<file path="config.mk">
export PLATFORM = sky130hd
export DESIGN_NAME = uart_tx_arbiter
export DESIGN_NICKNAME = d
export VERILOG_FILES = /design/src/rtl/uart_tx_arbiter.sv
export SDC_FILE = /design/constraint.sdc
export NUM_CORES = 1
export LEC_CHECK = 0
export BUFFER_PORTS_ARGS = -buffer_cell sky130_fd_sc_hd__buf_2
export CORE_ASPECT_RATIO = 1.2
export CORE_UTILIZATION = 40
export DETAILED_ROUTE_END_ITERATION = 6
export MAX_ROUTING_LAYER = met4
export PLACE_DENSITY = 0.6
export REMOVE_ABC_BUFFERS = 1
export SYNTH_ARGS = -nofsm -noshare
export SYNTH_HDL_FRONTEND = slang
export SYNTH_SLANG_ARGS = --single-unit
</file>
<file path="constraint.sdc">
create_clock -name SYSCLK -period 6.9 [get_ports SYSCLK]
set_input_delay 2.07 -clock SYSCLK [delete_from_list [all_inputs] [get_ports SYSCLK]]
set_output_delay 2.07 -clock SYSCLK [all_outputs]
set_load 0.03 [all_outputs]
</file>
<file path="src/rtl/uart_tx_arbiter.sv">
// N-port byte arbiter feeding one UART transmitter: per-port holding registers,
// round-robin selection and an optional line lock held until a port sends 0x0A.
module uart_tx_arbiter #(
  parameter int N            = 4,
  parameter int LINE_LOCK    = 1,
  parameter int LOCK_TIMEOUT = 1_000_000
) (
  input  logic           SYSCLK,
  input  logic           RESET,
  input  logic [8*N-1:0] reqData,
  input  logic [N-1:0]   reqValid,
  output logic [N-1:0]   reqReady,
  output logic [7:0]     txData,
  output logic           txStb,
  input  logic           txRdy,
  output logic [N-1:0]   grant,
  output logic           locked
);

  localparam int IW = (N > 1) ? $clog2(N) : 1;
  localparam int CW = (LOCK_TIMEOUT > 1) ? $clog2(LOCK_TIMEOUT + 1) : 1;

  typedef enum logic [1:0] {IDLE, STROBE, SETTLE, WAITRDY} state_t;

  state_t        stateReg;
  logic [N-1:0]  fullVec;
  logic [7:0]    holdByte [N];
  logic [N-1:0]  winClear;
  logic [N-1:0]  eligible;
  logic [N-1:0]  winOneHot;
  logic [IW-1:0] winIdx;
  logic          found;
  logic          startXfer;
  logic [IW-1:0] lastReg;
  logic [IW-1:0] lockPortReg;
  logic          lockedReg;
  logic [CW-1:0] idleCountReg;

  // One holding register per port; it never captures and loses a win in the same cycle.
  for (genvar gi = 0; gi < N; gi++) begin : gHold
    logic       fullReg;
    logic [7:0] byteReg;

    always_ff @(posedge SYSCLK) begin
      if (RESET) begin
        fullReg <= 1'b0;
        byteReg <= 8'h00;
      end else if (reqValid[gi] && !fullReg) begin
        fullReg <= 1'b1;
        byteReg <= reqData[8*gi +: 8];
      end else if (winClear[gi]) begin
        fullReg <= 1'b0;
      end
    end

    assign fullVec[gi]  = fullReg;
    assign holdByte[gi] = byteReg;
  end

  assign reqReady = ~fullVec;
  assign locked   = lockedReg;

  // Round-robin search starting one past the last winner.
  always_comb begin
    eligible = fullVec;
    if (LINE_LOCK != 0 && lockedReg)
      eligible = fullVec & (N'(1) << lockPortReg);
    found  = 1'b0;
    winIdx = '0;
    for (int k = 1; k <= N; k++) begin
      if (!found && eligible[(int'(lastReg) + k) % N]) begin
        found  = 1'b1;
        winIdx = IW'((int'(lastReg) + k) % N);
      end
    end
  end

  assign winOneHot = N'(1) << winIdx;
  assign startXfer = (stateReg == IDLE) && txRdy && found;
  assign winClear  = startXfer ? winOneHot : '0;

  always_ff @(posedge SYSCLK) begin
    if (RESET) begin
      stateReg     <= IDLE;
      txStb        <= 1'b0;
      txData       <= 8'h00;
      grant        <= '0;
      lastReg      <= IW'(N - 1);
      lockedReg    <= 1'b0;
      lockPortReg  <= '0;
      idleCountReg <= '0;
    end else begin
      txStb <= 1'b0;
      if (lockedReg && fullVec[lockPortReg])
        idleCountReg <= '0;
      case (stateReg)
        IDLE: begin
          if (startXfer) begin
            stateReg     <= STROBE;
            txStb        <= 1'b1;
            txData       <= holdByte[winIdx];
            grant        <= winOneHot;
            lastReg      <= winIdx;
            idleCountReg <= '0;
            if (LINE_LOCK != 0) begin
              lockedReg   <= (holdByte[winIdx] != 8'h0A);
              lockPortReg <= winIdx;
            end
          end else if (lockedReg && !fullVec[lockPortReg]) begin
            // Idle lock timer: release once the owner has been silent long enough.
            if (idleCountReg == CW'(LOCK_TIMEOUT - 1)) begin
              lockedReg    <= 1'b0;
              idleCountReg <= '0;
            end else begin
              idleCountReg <= idleCountReg + CW'(1);
            end
          end
        end
        STROBE:  stateReg <= SETTLE;
        SETTLE:  stateReg <= WAITRDY;
        WAITRDY: if (txRdy) stateReg <= IDLE;
        default: stateReg <= IDLE;
      endcase
    end
  end

endmodule
</file>
* Yosys cells after proc, flatten, opt, wreduce, memory -nomap -nowiden *
Cells that the tools add are included.

storage, ports and cells
  flip-flop bits (word level) = 76
  output and inout port bits = 18
  word-level logic and storage cells = 125
  input port bits = 39

operators by class
  add/subtract/negate cells = 5
  order comparisons = 6
  eq/ne operators = 7
  muxes and demuxes = 47
  reductions and logical operators = 34
  shift-type cells = 2
  bitwise gates (word level) = 8

operators with widths
  kind                                                                   count
  20-bit 2-to-1 mux                                                      5
  1-bit 2-to-1 mux                                                       25
  20-bit by 1-bit adder with 20-bit output (second input constant)       1
  20-bit == test (second input constant)                                 1
  8-bit binary-select mux with 2-bit select                              1
  3-bit by 4-bit < comparator with 1-bit output (second input constant)  4
  8-bit 2-to-1 mux                                                       2
  2-bit 2-to-1 mux                                                       6
  2-bit nonzero test                                                     6
  1-bit logical AND                                                      11
  1-bit binary-select mux with 2-bit select                              5
  2-bit OR reduction                                                     5
  1-bit logical NOT                                                      8
  4-bit 2-to-1 mux                                                       2
  8-bit by 4-bit != test with 1-bit output (second input constant)       1
  2-bit one-hot mux with 4 select lines                                  1
  1-bit by 2-bit << shifter with 4-bit output (first input constant)     2
  2-bit by 1-bit adder with 2-bit output (second input constant)         2
  2-bit adder (second input constant)                                    2
  1-bit bitwise AND (first input constant)                               4
  4-bit bitwise AND                                                      1
  2-bit == test (second input constant)                                  2
  2-bit != test (second input constant)                                  2
  4-bit inverter                                                         1
  other kinds (8)                                                        9

* Longest topological paths before layout *
  word-level depth = 22
  depth in mapped cells = 10

* Worst setup path after synthesis *
Ideal clock, no wire load.

  path type = input port to flip-flop
  start point = input port RESET
  end point = register idleCountReg[10]
  slack = 3.752 ns
  data arrival time = 3.074 ns
  buffers on the path = 2
  stages on the path = 5
  cell sequence = clkbuf_1 -> nor3_1 -> clkbuf_1 -> nand2_1 -> o21ai_0

RTL lines
  element               RTL line  text
  start, declared       9         input logic RESET,
  end signal, assigned  115       idleCountReg <= idleCountReg + CW'(1);
  end, declared         37        logic [CW-1:0] idleCountReg;

* Worst setup path after layout *
  start point = register lockedReg (netlist: locked)
  end point = output port locked

RTL lines
  element                 RTL line  text
  start, declared         36        logic lockedReg;
  start signal, assigned  106       lockedReg <= (holdByte[winIdx] != 8'h0A);
  end, declared           17        output logic locked

No word-level cell between the ends.

==> impl_metrics.tcl <==
set metrics [dict create \
    yosys_warnings 0 \
    yosys_register_bits 76 \
    synth_cell_types 55 \
    root_buffer "clkbuf_8" \
    worstPathArrival_ns 1.61 \
    grt_start_max_net_pins 64 \
    wl_per_cell_um 15.0 \
    vias 3646 \
    io_pins 57 \
    routed_wl_um 9920 \
    slowest_stage "dfxtp_1" \
    powerDensity_mw_per_mm2 402 \
    fin_crit_ns 3.68 \
    netlist.area_leader.share_pct 39.6 \
    initialDrtViolationCount 206 \
    fillers 933 \
    fmax_mhz 272 \
    post_cts_resized 0 \
    area_growth_pct 14.7 \
    cp_num_buf_inv 1 \
    cts_tree "yes" \
    rsz0062_at_grt "no" \
    ys.flop_type "dfxtp_1" \
    worst_slew_pin_slew_ns 0.918 \
    htree_levels 3 \
    status "completed" \
    yosys.area.top_type "dfxtp_1" \
    dp_hpwl_um 7170 \
    clockBufferDepth 2 \
    cp.required_ns 4.83 \
    place_congestion 0.827 \
    dieArea_mm2 0.00999 \
    whs_ns 0.458 \
    final_nets 581 \
    yosysSeqAreaShare_pct 39.6 \
    tns_ns 0 \
    antenna_left 0 \
    cts-buffers-inserted 9 \
    die_y_um 109 \
    path_class "flop to output port" \
    postSynthAreaPerCell_um2 7.77 \
    synthesis.area_mm2 0.00384 \
    synth_edf_count 0 \
    drv_slew 0 \
    portBuffers 56 \
    core_area_mm2 0.00918 \
    p_leak_nw 1.68 \
    clkTransAtPathRegs_ns 0.09 \
    worst_slack_ns 3.22 \
    antenna_found_initial 0 \
    start_util_pct 41.8 \
    maxSlewHeadroom_pct 38.4 \
    irDropWorstVdd_v 0.000180 \
    die_w_um 91.4 \
    grt_pass1_vias 3477 \
    worstPathCellList "buf_2" \
    insertion_delay_ns 0.35 \
    grt.total_usage_pct 21.8 \
    hold_path.class "flop to flop" \
    grt_first_pass_wirelength_um 16700 \
    grt.overflow.total 0 \
    clkSinkCount 76 \
    synth_area_leaders "dfxtp_1, nand2_1, a21oi_1, o21ai_0, nand3_1" \
    first_pass_iters 4 \
    postLayoutCoreUtil_pct 48.0 \
    endpoint_kind "output port" \
    post-route-period-util_pct 53.4 \
    synthCells 494 \
    vias_per_cell 5.51 \
    netlist_top_cells_count "nand2_1, dfxtp_1, a21oi_1" \
    synth_most_common_cell "nand2_1" \
    hold_buffers 0 \
    post_cts_buffers 0 \
    maxCapViolations 0 \
    setup_violations 0 \
    cpLargestDelayFamily "flip-flops" \
    critPathLaunchType "flop" \
    drc 0 \
    n_antenna_cell 0 \
    hold_viol 0 \
    async_flop_share_pct 0 \
    fin_worst_skew_ns 0.0106 \
    rows 38 \
    dp_slack_ns 3.12 \
    crit_fanout 25 \
    drive_above_1_share_pct 17.5 \
    cpPeakStageDelay_ns 0.92 \
]
-- kinds of logic (layout without fill, tap and decap cells) --
group                      Yosys count  count (layout)  share of synthesized area (%)
AOI/OAI and AO/OA                  139             139                           22.0
xor gates and xnor gates             2               2                          0.456
adders and majority gates            5               5                           1.63
buffers and inverters               37              85                           4.14
DFF                                 76              76                           39.6
muxes                               12              12                           4.47
and+or+nand+nor                    223             223                           27.6
-- layout make-up --
class	instances	area (um^2)	share of cell area (%)
well taps	120	150	3.41
flip-flops and latches	76	1520	34.5
repair buffers	59	303	6.87
clock buffers	9	124	2.81
clock inverters	7	105	2.39
inverters	10	37.5	0.852
multi-input cells	381	2160	49.1
-- layer usage --
metal,vias to the layer above,wire (um),share of wire (%),global-route usage [%]
met5,-,0,0,-
met1,1711,4300,43,25.5
met4,0,139,1.4,9.30
li1,1841,-,-,-
met2,83,5100,51,37.6
met3,11,371,3.7,3.25
-- sequential cells by signal, summed over array words and instances, names as in the netlist, 2 cells and up --
signal and count:
lockPortReg 2, gHold.byteReg 32, gHold.fullReg 4, txData 8, idleCountReg 20, stateReg 2, grant 4, lastReg 2
-- path summary, 6_finish.rpt --
kind	depth (start not counted)	slack [ns]	startpoint	to
worst max-delay path	1	3.22	locked	locked
worst min-delay path	2	0.46	gHold[1].byteReg[3]	gHold[1].byteReg[3]
worst max register to register	8	3.42	lastReg[0]	locked
worst min register to register	2	0.46	gHold[1].byteReg[3]	gHold[1].byteReg[3]
-- power by group --
part,internal [mW],total (mW),switching [mW],leakage (nW)
Clock,0.210,0.391,0.181,0.113
Combinational,0.267,0.793,0.526,0.951
Sequential,0.499,0.587,0.0875,0.620
-- metrics by stage --
step	area, um^2	cells	power, mW
after floorplan	3720	467	1.15
after global placement	4180	646	1.37
after detailed placement	4180	646	1.39
after CTS	4400	662	1.78
after global routing	4400	662	1.90
final	4400	662	1.77
-- cells in the final DEF (no fill, tap or decap), types with 3 or more instances in the layout --
master    instances
nand4_1           5
nor4_1            6
o31ai_1           3
mux4_2            4
inv_1            10
nor3_1            6
nor2_1           32
and3_1            6
a22o_1            4
nand4b_1          3
clkbuf_8          9
mux2i_1           7
o21ai_0          38
nand3_1          25
a211o_1           3
nand2b_1          3
a21oi_1          65
nand2_1         107
dfxtp_1          76
a21o_1            3
buf_2            56
o221a_2           3
inv_6             3
ha_1              5
nor2b_1           7
nor3b_1           7
buf_4             3
(Power assumes the default switching activity.)
